### src/rtl/spike_rate_encoder_if.sv
// Handshake and spike-train bundle for spike_rate_encoder.
// The master side presents values; the slave side is the encoder.
interface spike_rate_encoder_if #(
   parameter int unsigned N_BITS = 7
);
   logic              in_valid;
   logic [N_BITS-1:0] in_value;
   logic              in_ready;
   logic              spike_out;
   logic              busy;
   logic              done;
   logic [N_BITS-1:0] spike_count;

   modport master (
      output in_valid, in_value,
      input  in_ready, spike_out, busy, done, spike_count
   );

   modport slave (
      input  in_valid, in_value,
      output in_ready, spike_out, busy, done, spike_count
   );
endinterface

### src/rtl/spike_rate_encoder.sv
// First-order sigma-delta rate encoder: value V yields V spikes over 2^N_BITS cycles.
// Define SPIKE_ENCODER_COUNT_EN to build the per-window spike counter (else spike_count is 0).
module spike_rate_encoder #(
   parameter int unsigned N_BITS = 7
) (
   input logic                clk,
   input logic                reset,
   spike_rate_encoder_if.slave enc
);

   typedef enum logic [1:0] {IDLE, RUN, DONE} state_t;

   state_t            state_q, state_d;
   logic [N_BITS-1:0] acc_q, acc_d;
   logic [N_BITS-1:0] value_q, value_d;
   logic [N_BITS-1:0] cycle_q, cycle_d;
   logic              spike_q, spike_d;
   logic              done_q, done_d;
   logic              ready_q, ready_d;
   logic              busy_q, busy_d;
   logic [N_BITS:0]   sum;
`ifdef SPIKE_ENCODER_COUNT_EN
   logic [N_BITS-1:0] count_q, count_d;
`endif

   always_comb begin
      state_d = state_q;
      acc_d   = acc_q;
      value_d = value_q;
      cycle_d = cycle_q;
      spike_d = spike_q;
      done_d  = done_q;
      ready_d = ready_q;
      busy_d  = busy_q;
`ifdef SPIKE_ENCODER_COUNT_EN
      count_d = count_q;
`endif
      sum = {1'b0, acc_q} + {1'b0, value_q};

      case (state_q)
         IDLE: begin
            if (enc.in_valid && ready_q) begin
               state_d = RUN;
               value_d = enc.in_value;
               acc_d   = '0;
               cycle_d = '0;
               ready_d = 1'b0;
               busy_d  = 1'b1;
`ifdef SPIKE_ENCODER_COUNT_EN
               count_d = '0;
`endif
            end
         end
         RUN: begin
            acc_d   = sum[N_BITS-1:0];
            spike_d = sum[N_BITS];
            cycle_d = cycle_q + 1'b1;
`ifdef SPIKE_ENCODER_COUNT_EN
            count_d = count_q + {{(N_BITS-1){1'b0}}, sum[N_BITS]};
`endif
            // cycle_q all-ones marks the 2^N_BITS-th accumulation
            if (cycle_q == '1) begin
               state_d = DONE;
               done_d  = 1'b1;
            end
         end
         DONE: begin
            state_d = IDLE;
            spike_d = 1'b0;
            done_d  = 1'b0;
            ready_d = 1'b1;
            busy_d  = 1'b0;
         end
         default: begin
            state_d = IDLE;
            spike_d = 1'b0;
            done_d  = 1'b0;
            ready_d = 1'b1;
            busy_d  = 1'b0;
         end
      endcase
   end

   always_ff @(posedge clk or posedge reset) begin
      if (reset) begin
         state_q <= IDLE;
         acc_q   <= '0;
         value_q <= '0;
         cycle_q <= '0;
         spike_q <= 1'b0;
         done_q  <= 1'b0;
         ready_q <= 1'b1;
         busy_q  <= 1'b0;
`ifdef SPIKE_ENCODER_COUNT_EN
         count_q <= '0;
`endif
      end else begin
         state_q <= state_d;
         acc_q   <= acc_d;
         value_q <= value_d;
         cycle_q <= cycle_d;
         spike_q <= spike_d;
         done_q  <= done_d;
         ready_q <= ready_d;
         busy_q  <= busy_d;
`ifdef SPIKE_ENCODER_COUNT_EN
         count_q <= count_d;
`endif
      end
   end

   assign enc.in_ready  = ready_q;
   assign enc.spike_out = spike_q;
   assign enc.busy      = busy_q;
   assign enc.done      = done_q;
`ifdef SPIKE_ENCODER_COUNT_EN
   assign enc.spike_count = count_q;
`else
   assign enc.spike_count = '0;
`endif

endmodule

### src/flat_wrapper.sv
// flat-port wrapper written by rule: the top's interface ports become plain ports
module spike_rate_encoder_flat 
#(
   parameter int unsigned N_BITS = 7
)
  (clk, reset, enc_in_valid, enc_in_value, enc_in_ready, enc_spike_out, enc_busy, enc_done, enc_spike_count);
  spike_rate_encoder_if #(.N_BITS(N_BITS)) enc_i ();
  input logic clk;
  input logic reset;
  input wire logic [$bits(enc_i.in_valid)-1:0] enc_in_valid;
  input wire logic [$bits(enc_i.in_value)-1:0] enc_in_value;
  output wire logic [$bits(enc_i.in_ready)-1:0] enc_in_ready;
  output wire logic [$bits(enc_i.spike_out)-1:0] enc_spike_out;
  output wire logic [$bits(enc_i.busy)-1:0] enc_busy;
  output wire logic [$bits(enc_i.done)-1:0] enc_done;
  output wire logic [$bits(enc_i.spike_count)-1:0] enc_spike_count;
  assign enc_i.in_valid = enc_in_valid;
  assign enc_i.in_value = enc_in_value;
  assign enc_in_ready = enc_i.in_ready;
  assign enc_spike_out = enc_i.spike_out;
  assign enc_busy = enc_i.busy;
  assign enc_done = enc_i.done;
  assign enc_spike_count = enc_i.spike_count;
  spike_rate_encoder #(.N_BITS(N_BITS)) u_core (.clk(clk), .reset(reset), .enc(enc_i));
endmodule
### config.mk
export PLATFORM = sky130hd
export DESIGN_NAME = spike_rate_encoder_flat
export DESIGN_NICKNAME = d
export VERILOG_FILES = /design/src/rtl/spike_rate_encoder_if.sv /design/src/rtl/spike_rate_encoder.sv /design/src/flat_wrapper.sv
export SDC_FILE = /design/constraint.sdc
export NUM_CORES = 1
export LEC_CHECK = 0
export CORE_MARGIN = 2
export CORE_UTILIZATION = 53
export CTS_CLUSTER_DIAMETER = 150
export DETAILED_ROUTE_END_ITERATION = 8
export PLACE_DENSITY_LB_ADDON = 0.3
export SYNTH_ARGS = -nofsm -noshare
export SYNTH_HDL_FRONTEND = slang
export SYNTH_SLANG_ARGS = --single-unit
### constraint.sdc
create_clock -name clk -period 2.29 [get_ports clk]
set_input_delay 0.3435 -clock clk [delete_from_list [all_inputs] [get_ports clk]]
set_output_delay 0.3435 -clock clk [all_outputs]
set_load 0.02 [all_outputs]
# --- Word-level counts from Yosys, hierarchy flattened ---
# Index checks and enable logic that the tools add are counted.
word_totals:
  ff_bits: 27
  inputBits: 10
  word_cells: 37
  out_inout_bits: 11
classes:
  reduce_logical: 8
  addsub: 2
  n_bitwise: 2
  muxes: 13
  n_eq_ne: 4
op_table:
  columns: ["operator", "count"]
  rows:
  - ["$pmux W7 S2", 2]
  - ["$reduce_and A2 Y1", 5]
  - ["$add A7 B7 Y8", 1]
  - ["$pmux W1 S2", 4]
  - ["$add A7 B1 Y7 const B", 1]
  - ["$eq A7 B7 Y1 const B", 1]
  - ["$mux W7", 1]
  - ["$mux W2", 2]
  - ["$ne A2 B1 Y1 const B", 2]
  - ["$pmux W2 S2", 1]
  - ["$mux W1", 3]
  - ["$eq A2 B1 Y1 const B", 1]
  - ["$logic_not A2 Y1", 1]
  - ["$not A1 Y1", 2]
  - ["$reduce_bool A2 Y1", 1]
  - ["$logic_and A1 B1 Y1", 1]

# --- Longest topological paths before layout ---
# Gate-level depths: netlist (run 1).
logic_depth:
  depth_word: 3
  depth_mapped: 7
  mapped_depth_nobuf: 7

# --- Worst setup path before layout (run 1) ---
# No wires, ideal clock.
synth_timing:
  kind: "register -> register"
  from: "register u_core.value_q[0]"
  to: "register u_core.acc_q[6]"
  n_path_buf: 0
  required_ns: 2.186
  setup_time_ns: 0.104
  arrival_time_ns: 1.707
  path_stages_with_launch: 8
  period_less_slack_ns: 1.811
  slack_ns: 0.479
  path_cell_list: "dfrtp_1 -> ha_1 -> inv_1 -> fa_1 -> nor2b_4 -> o31a_1 -> or4_1 -> o311ai_1"
synth_via:
  elab_chain_cells: 2
synth_lines:
  columns: ["item", "line_no", "rtl"]
  rows:
  - ["start, declared", "spike_rate_encoder.sv:15", "logic [N_BITS-1:0] value_q, value_d;"]
  - ["start signal, assigned", "spike_rate_encoder.sv:100", "value_q <= value_d;"]
  - ["$add A7 B7 Y8", "spike_rate_encoder.sv:38", "sum = {1'b0, acc_q} + {1'b0, value_q};"]
  - ["$pmux W7 S2", "spike_rate_encoder.sv:40", "case (state_q)"]
  - ["end signal, assigned", "spike_rate_encoder.sv:87", "acc_q <= '0;"]
  - ["end signal, assigned", "spike_rate_encoder.sv:99", "acc_q <= acc_d;"]
  - ["end, declared", "spike_rate_encoder.sv:14", "logic [N_BITS-1:0] acc_q, acc_d;"]
# Every way passes these cells.
# A chain may end at the register's enable or synchronous reset.

# --- Final worst setup path (run 1) ---
# Ends and elaborated chain as after synthesis.

==> results of run 1 <==
cells in the mapped netlist (all sizes together) (3+ instances only):
master	instances
buf	8
clkbuf	3
nand3	4
dfrtp	26
inv	6
a211oi	4
nand4	3
nand2b	3
nand2	29
ha	8
nor2	12
o21ai	18
layout by cell type (no fill, tap or decap), drive strengths merged:
cell type       n
o21bai          1
clkbuf          4
o22ai           1
dfrtp          26
o211ai          1
and4bb          1
dfstp           1
a21oi           1
a21o            2
o21a            2
or4             1
mux2i           2
a22oi           2
a211oi          4
nor2b           2
nand3           4
o31a            1
nand2b          3
conb            7
a31oi           1
xor2            2
inv             6
o21ai          18
a22o            1
o311ai          2
and3            1
ha              8
nand2          29
fa              1
nand4           3
buf             4
o31ai           1
clkdlybuf4s50  13
nand4b          1
or2b            1
nor2           12
stage by stage:
| stage | power (W) | setup slack [ns] |
|---|---|---|
| 2_1_floorplan | 0.00148 | 0.479 |
| 3_3_place_gp | 0.00164 | 0.443 |
| 3_5_place_dp | 0.00170 | 0.373 |
| 4_1_cts | 0.00192 | 0.347 |
| 5_1_grt | 0.00209 | 0.264 |
| 6_report | 0.00191 | 0.365 |
logic make-up (layout without fill, tap and decap cells):
family	count (synthesis)	in the layout	share of synthesized area [%]
adder cells (fa/ha/maj)	9	9	8.32
multiplexers	2	2	1.39
flip-flops	27	27	46.9
XOR/XNOR	2	2	1.21
buffers and inverters	17	27	6.33
other	1	7	0.260
AO/OA/AOI/OAI	38	38	16.6
AND/OR/NAND/NOR	58	58	19.0
state kept, by name (all words and copies together) (netlist names):
name,flops
u_core.enc.in_ready,1
u_core.value_q,7
u_core.enc.spike_out,1
u_core.state_q,2
u_core.cycle_q,7
u_core.enc.done,1
u_core.acc_q,7
u_core.enc.busy,1
where the power goes:
part	switching [W]	internal, W	total [W]
sequential	0.000131	0.000653	0.000784
combinational	0.000501	0.000417	0.000918
clock	0.000140	0.0000685	0.000208
final cells by class:
class,count,area [um2]
Inverter,6,22.5
Fill cell,233,901
Clock buffer,4,26.3
Sequential cell,27,677
Tap cell,30,37.5
Multi-Input combinational cell,116,698
Timing Repair Buffer,17,160
worst max-delay path, stage by stage, from the launching register on:
cell	delay, ns
dfrtp_1	0.41
ha_1	0.23
inv_1	0.07
fa_1	0.25
nor2b_4	0.05
o31a_1	0.26
or4_1	0.47
o311ai_1	0.09
worst max-delay path by stage:
stage / start / end / slack [ns] / depth (start not counted)
floorplan: u_core.value_q[0] / u_core.acc_q[6] / 0.48 / 7
global placement: u_core.value_q[0] / u_core.acc_q[6] / 0.44 / 7
detailed placement: u_core.value_q[0] / u_core.acc_q[6] / 0.37 / 7
CTS: u_core.value_q[0] / u_core.acc_q[6] / 0.35 / 7
global route: u_core.value_q[0] / u_core.acc_q[6] / 0.26 / 7
finish: u_core.value_q[0] / u_core.acc_q[6] / 0.37 / 7
routing by layer:
metal  global-route usage [%]  up-vias  part of all wire (%)
met1                     25.0      567                    46
li1                         -      555                     -
met3                     4.42        5                   4.5
met2                     33.9       29                    49
met4                     5.44        0                   1.0
met5                        0        -                     0
==> results_dict.tcl, run 1 <==
set metrics [dict create \
    cts-root-buf "clkbuf_4" \
    cts-resized-gates 0 \
    place.gp.congestion 0.851 \
    cts_h_tree_depth 1 \
    drt_pre_antenna_iters 4 \
    timing_worst_slew_pin_value_ns 0.511 \
    rows 18 \
    hold_violations_final 0 \
    grt_pass1_wl_mm 5.04 \
    io_buffer_count 13 \
    post_synth_instance_area_um2 1440 \
    setup-violations-final 0 \
    r2r_path_end "u_core.acc_q[6]" \
    antenna_cells 0 \
    cp.required_ns 2.54 \
    power_per_cell_area_nw_per_um2 1180 \
    synth-async-reset-ratio_pct 100 \
    cts_sinks 27 \
    dieWidth_um 56.2 \
    postSynthRegisterBits 27 \
    dp.final_hpwl_mm 2.04 \
    clkSlewWorstSetupHoldPaths_ns 0.14 \
    placed_cell_area_um2 1600 \
    grt_antenna_before_repair 0 \
    period_share_pct 84.1 \
    final_cell_count_no_fill 200 \
    maxCapViolCount 0 \
    cts.hold.buffers_added 0 \
    post-cts-setup-buffers 0 \
    rsz0062_at_grt "no" \
    finish.instance_area_um2 1620 \
    run_status "completed" \
    slew_headroom_pct 65.8 \
    r2r_start "u_core.value_q[0]" \
    design.die.area_um2 3160 \
    synth_area_leaders "dfrtp_1 45%, nand2_1 7.5%, ha_1 6.9%" \
    io_pins 21 \
    clk-insertion-delay-late_ns 0.33 \
    placeableCoreArea_um2 2520 \
    ys_dominant_reg_cell "dfrtp_1" \
    chipHeight_um 56.2 \
    post_drt_wl_per_cell_um 13.9 \
    grt_start_max_net_pins 15 \
    ys_seq_area_share_pct 46.9 \
    timing.setup.tns_ns 0 \
    tritoncts "done" \
    yosysTopAreaCellShare_pct 45.1 \
    gr-total-overflow 0 \
    holdWs_ns 0.240 \
    synth_area_per_cell_um2 9.38 \
    finalCriticalPeriod_ns 1.92 \
    critPathLaunchType "flip-flop" \
    clk_skew_ns 0.00721 \
    first_global_vias 1169 \
    synth-edff-count 0 \
    timing_max_transition_violations_final 0 \
    worstSetupEndpointType "flip-flop" \
    netlist.top_cell.by_area "dfrtp_1" \
    critPathMaxFanout 3 \
    unique_cell_type_count_in_the_yosys_netlist 38 \
    layout-drive-gt1-share_pct 5.88 \
    max_freq_mhz 520 \
    power_leakage_nw 0.756 \
    postRouteAntennaNets 0 \
    vdd_ir_drop_max_uv 706 \
    synth_cells 154 \
    remaining_drc_errors 0 \
    final_util_pct 64.3 \
    area_growth_syn_to_layout_pct 12.3 \
    routed_wl_mm 2.78 \
    cts_inserted_buffers 3 \
    timing.hold.worst.class "primary input to asynchronous set/reset pin" \
    ys.warnings.count 0 \
    via_count_normalized_by_instance_count 5.78 \
    grt_util_all_layers_pct 19.8 \
    initial_core_util_pct 57.2 \
    worstPathArrival_ns 2.17 \
    timing.reg2reg.worst_path_depth 7 \
    finish.net_count 190 \
    dr_total_vias 1156 \
    rrSetupSlack_ns 0.37 \
    critical_path_class "flip-flop to flip-flop" \
    placed_cells_incl_taps 196 \
    drt_iter0_markers 34 \
    clockBufferDepth 2 \
]
No activity file was read; power rests on OpenSTA's default activity.
==> run 2: changes to the inputs <==
--- a/config.mk
+++ b/config.mk
@@ -6,7 +6,7 @@
 export NUM_CORES = 1
 export LEC_CHECK = 0
 export CORE_MARGIN = 2
-export CORE_UTILIZATION = 53
+export CORE_UTILIZATION = 48
 export CTS_CLUSTER_DIAMETER = 150
 export DETAILED_ROUTE_END_ITERATION = 8
 export PLACE_DENSITY_LB_ADDON = 0.3
==> constraint.sdc (replaced) <==
create_clock -name clk -period 1.7 [get_ports clk]
set_input_delay 0.255 -clock clk [delete_from_list [all_inputs] [get_ports clk]]
set_output_delay 0.255 -clock clk [all_outputs]
set_load 0.02 [all_outputs]
==> run 2 against run 1 <==
Compared with the run above: the run now ends with design-rule violations, negative setup slack left; sequential share of layout area is 2.2 points lower; non-clock buffer count is 9 higher; total power is 42% higher; critical path type unchanged; largest cell class unchanged.
==> results_dict.tcl, run 2 (same netlist as run 1, synthesis figures left out) <==
set metrics [dict create \
    run_status "complete, but fails checks" \
    failed_checks "design-rule violations, negative setup slack" \
    layout-drive-gt1-share_pct 14.5 \
    globalRouteMet3Util_pct 2.64 \
    finish.instance_area_um2 1710 \
    placed_cell_area_um2 1650 \
    drt_pre_antenna_iters 6 \
    critical_path.max_stage_delay_ns 0.42 \
    layout_commonest_cell "nand2_1" \
    dieWidth_um 58.8 \
    max_freq_mhz 557 \
    grt_util_all_layers_pct 17.7 \
    gr-total-overflow 0 \
    finish.net_count 199 \
    via_count_normalized_by_instance_count 5.39 \
    timing.setup.tns_ns -0.119 \
    area_growth_syn_to_layout_pct 18.5 \
    dp.final_hpwl_mm 1.95 \
    remaining_drc_errors 2 \
    tritoncts "done" \
    worstPathBufferInverterCount 1 \
    timing.hold.worst.class "primary input to asynchronous set/reset pin" \
    setup-violations-final 3 \
    cts_sinks 27 \
    layout_top_registers "u_core.acc_q: 7 flops, u_core.cycle_q: 7 flops, u_core.value_q: 7 flops" \
    drt_iter0_markers 35 \
    grt_busiest_layer "met2" \
    timing_max_transition_violations_final 0 \
    critPathMaxFanout 2 \
    placed_cells_incl_taps 204 \
    slowest_stage "dfrtp_1" \
    worstPathArrival_ns 2.03 \
    rows 19 \
    cp.required_ns 1.93 \
    timing.critical_path.max_delay_family "simple AND/OR/NAND/NOR gates" \
    placeableCoreArea_um2 2810 \
    io_pins 21 \
    cts-root-buf "clkbuf_4" \
    hold_violations_final 0 \
    rrSetupSlack_ns -0.1 \
    seqCellArea_um2 677 \
    postRouteAntennaNets 0 \
    first_global_vias 1081 \
    clk_skew_ns 0.00177 \
    grt_pass1_wl_mm 4.72 \
    clockBufferDepth 2 \
    dr_total_vias 1132 \
    area_occupied_by_multi_input_gates_um2 718 \
    grt_start_max_net_pins 28 \
    vdd_ir_drop_max_uv 730 \
    rsz0062_at_grt "yes" \
    globalRouteMet2Util_pct 29.4 \
    critPathLaunchType "flip-flop" \
    final_cell_count_no_fill 210 \
    routed_wl_mm 2.67 \
    cts.hold.buffers_added 0 \
    chipHeight_um 58.8 \
    initial_core_util_pct 51.5 \
    design.die.area_um2 3460 \
    maxCapViolCount 0 \
    power_per_cell_area_nw_per_um2 1580 \
    period_share_pct 106 \
    worstSetupEndpointType "flip-flop" \
    holdWs_ns 0.270 \
    critical_path_class "flip-flop to flip-flop" \
    n_fill_cell 257 \
    gr-usage-met1_pct 23.8 \
    io_buffer_count 13 \
    cts_inserted_buffers 3 \
    power_leakage_nw 0.807 \
    clk-insertion-delay-late_ns 0.31 \
    grt_antenna_before_repair 0 \
    finalWorstSetupSlack_ns -0.0969 \
    cts_h_tree_depth 1 \
    antenna_cells 0 \
    layout.cells.most_common_list "29 x nand2_1, 26 x dfrtp_1, 18 x o21ai_0, 13 x buf_4" \
    crit_path_cell_trace "ha_2, inv_2, fa_2, nor2b_4, o31a_1, or4_4, o311ai_2" \
    post_drt_wl_per_cell_um 12.7 \
    finalCriticalPeriod_ns 1.80 \
    clkSlewWorstSetupHoldPaths_ns 0.14 \
    place.gp.congestion 0.844 \
]
## run 2: cell count changes in the layout (fill, tap and decap cells not counted), sizes merged
cell	previous run	this run
buf	4	13
clkbuf	4	3
clkdlybuf4s50	13	12
clkinv	0	1
dlygate4sd2	0	1
## run 2: layout make-up
| type | instances | share of cell area (%) |
|---|---|---|
| Timing Repair Buffer | 26 | 13.2 |
| Tap cell | 31 | 2.27 |
| Sequential cell | 27 | 39.6 |
| Clock inverter | 1 | 0.293 |
| Inverter | 6 | 1.32 |
| Multi-Input combinational cell | 116 | 42.0 |
| Clock buffer | 3 | 1.32 |
## run 2: worst reg2reg max path: stages, from the launching register on
cell	delay, ns
dfrtp_1	0.42
ha_2	0.20
inv_2	0.06
fa_2	0.23
nor2b_4	0.05
o31a_1	0.26
or4_4	0.42
o311ai_2	0.09
## run 2: worst paths after layout
check / start / end / depth (start not counted)
max: u_core.value_q[0] / u_core.acc_q[6] / 7
max in group asynchronous: reset / u_core.enc.in_ready / 3
min in group clk: enc_in_value[3] / u_core.value_q[3] / 3
min: reset / u_core.cycle_q[1] / 3
min reg2reg: u_core.value_q[4] / u_core.value_q[4] / 2
max reg2reg: u_core.value_q[0] / u_core.acc_q[6] / 7
## run 2: repair_timing
item | CTS | global route
resized for setup | 1 | 3
pin swaps | 3 | 1
endpoints found under the hold margin | 0 | 0
endpoints found under the setup margin | 2 | 4
buffers inserted | 1 | 1
## run 2: power breakdown
group	switching (W)	leakage, nW	internal (W)
clock network	0.000182	0.0177	0.0000879
registers	0.000173	0.331	0.000880
logic	0.000692	0.459	0.000692
## run 2: routing by layer
| metal | share of wire (%) | vias up |
|---|---|---|
| li1 | - | 573 |
| met5 | 0 | - |
| met4 | 1.3 | 0 |
| met1 | 47 | 532 |
| met2 | 48 | 23 |
| met3 | 3.7 | 4 |
## run 2: per-stage QoR
step / power, W / utilization (%) / setup WS [ns]
2_1_floorplan: 0.00200 / - / -0.0376
3_3_place_gp: 0.00231 / 59.0 / -0.0317
3_5_place_dp: 0.00238 / 59.0 / -0.0828
4_1_cts: 0.00267 / 60.2 / -0.0641
5_1_grt: 0.00298 / 61.0 / -0.174
6_report: 0.00271 / 61.0 / -0.0969
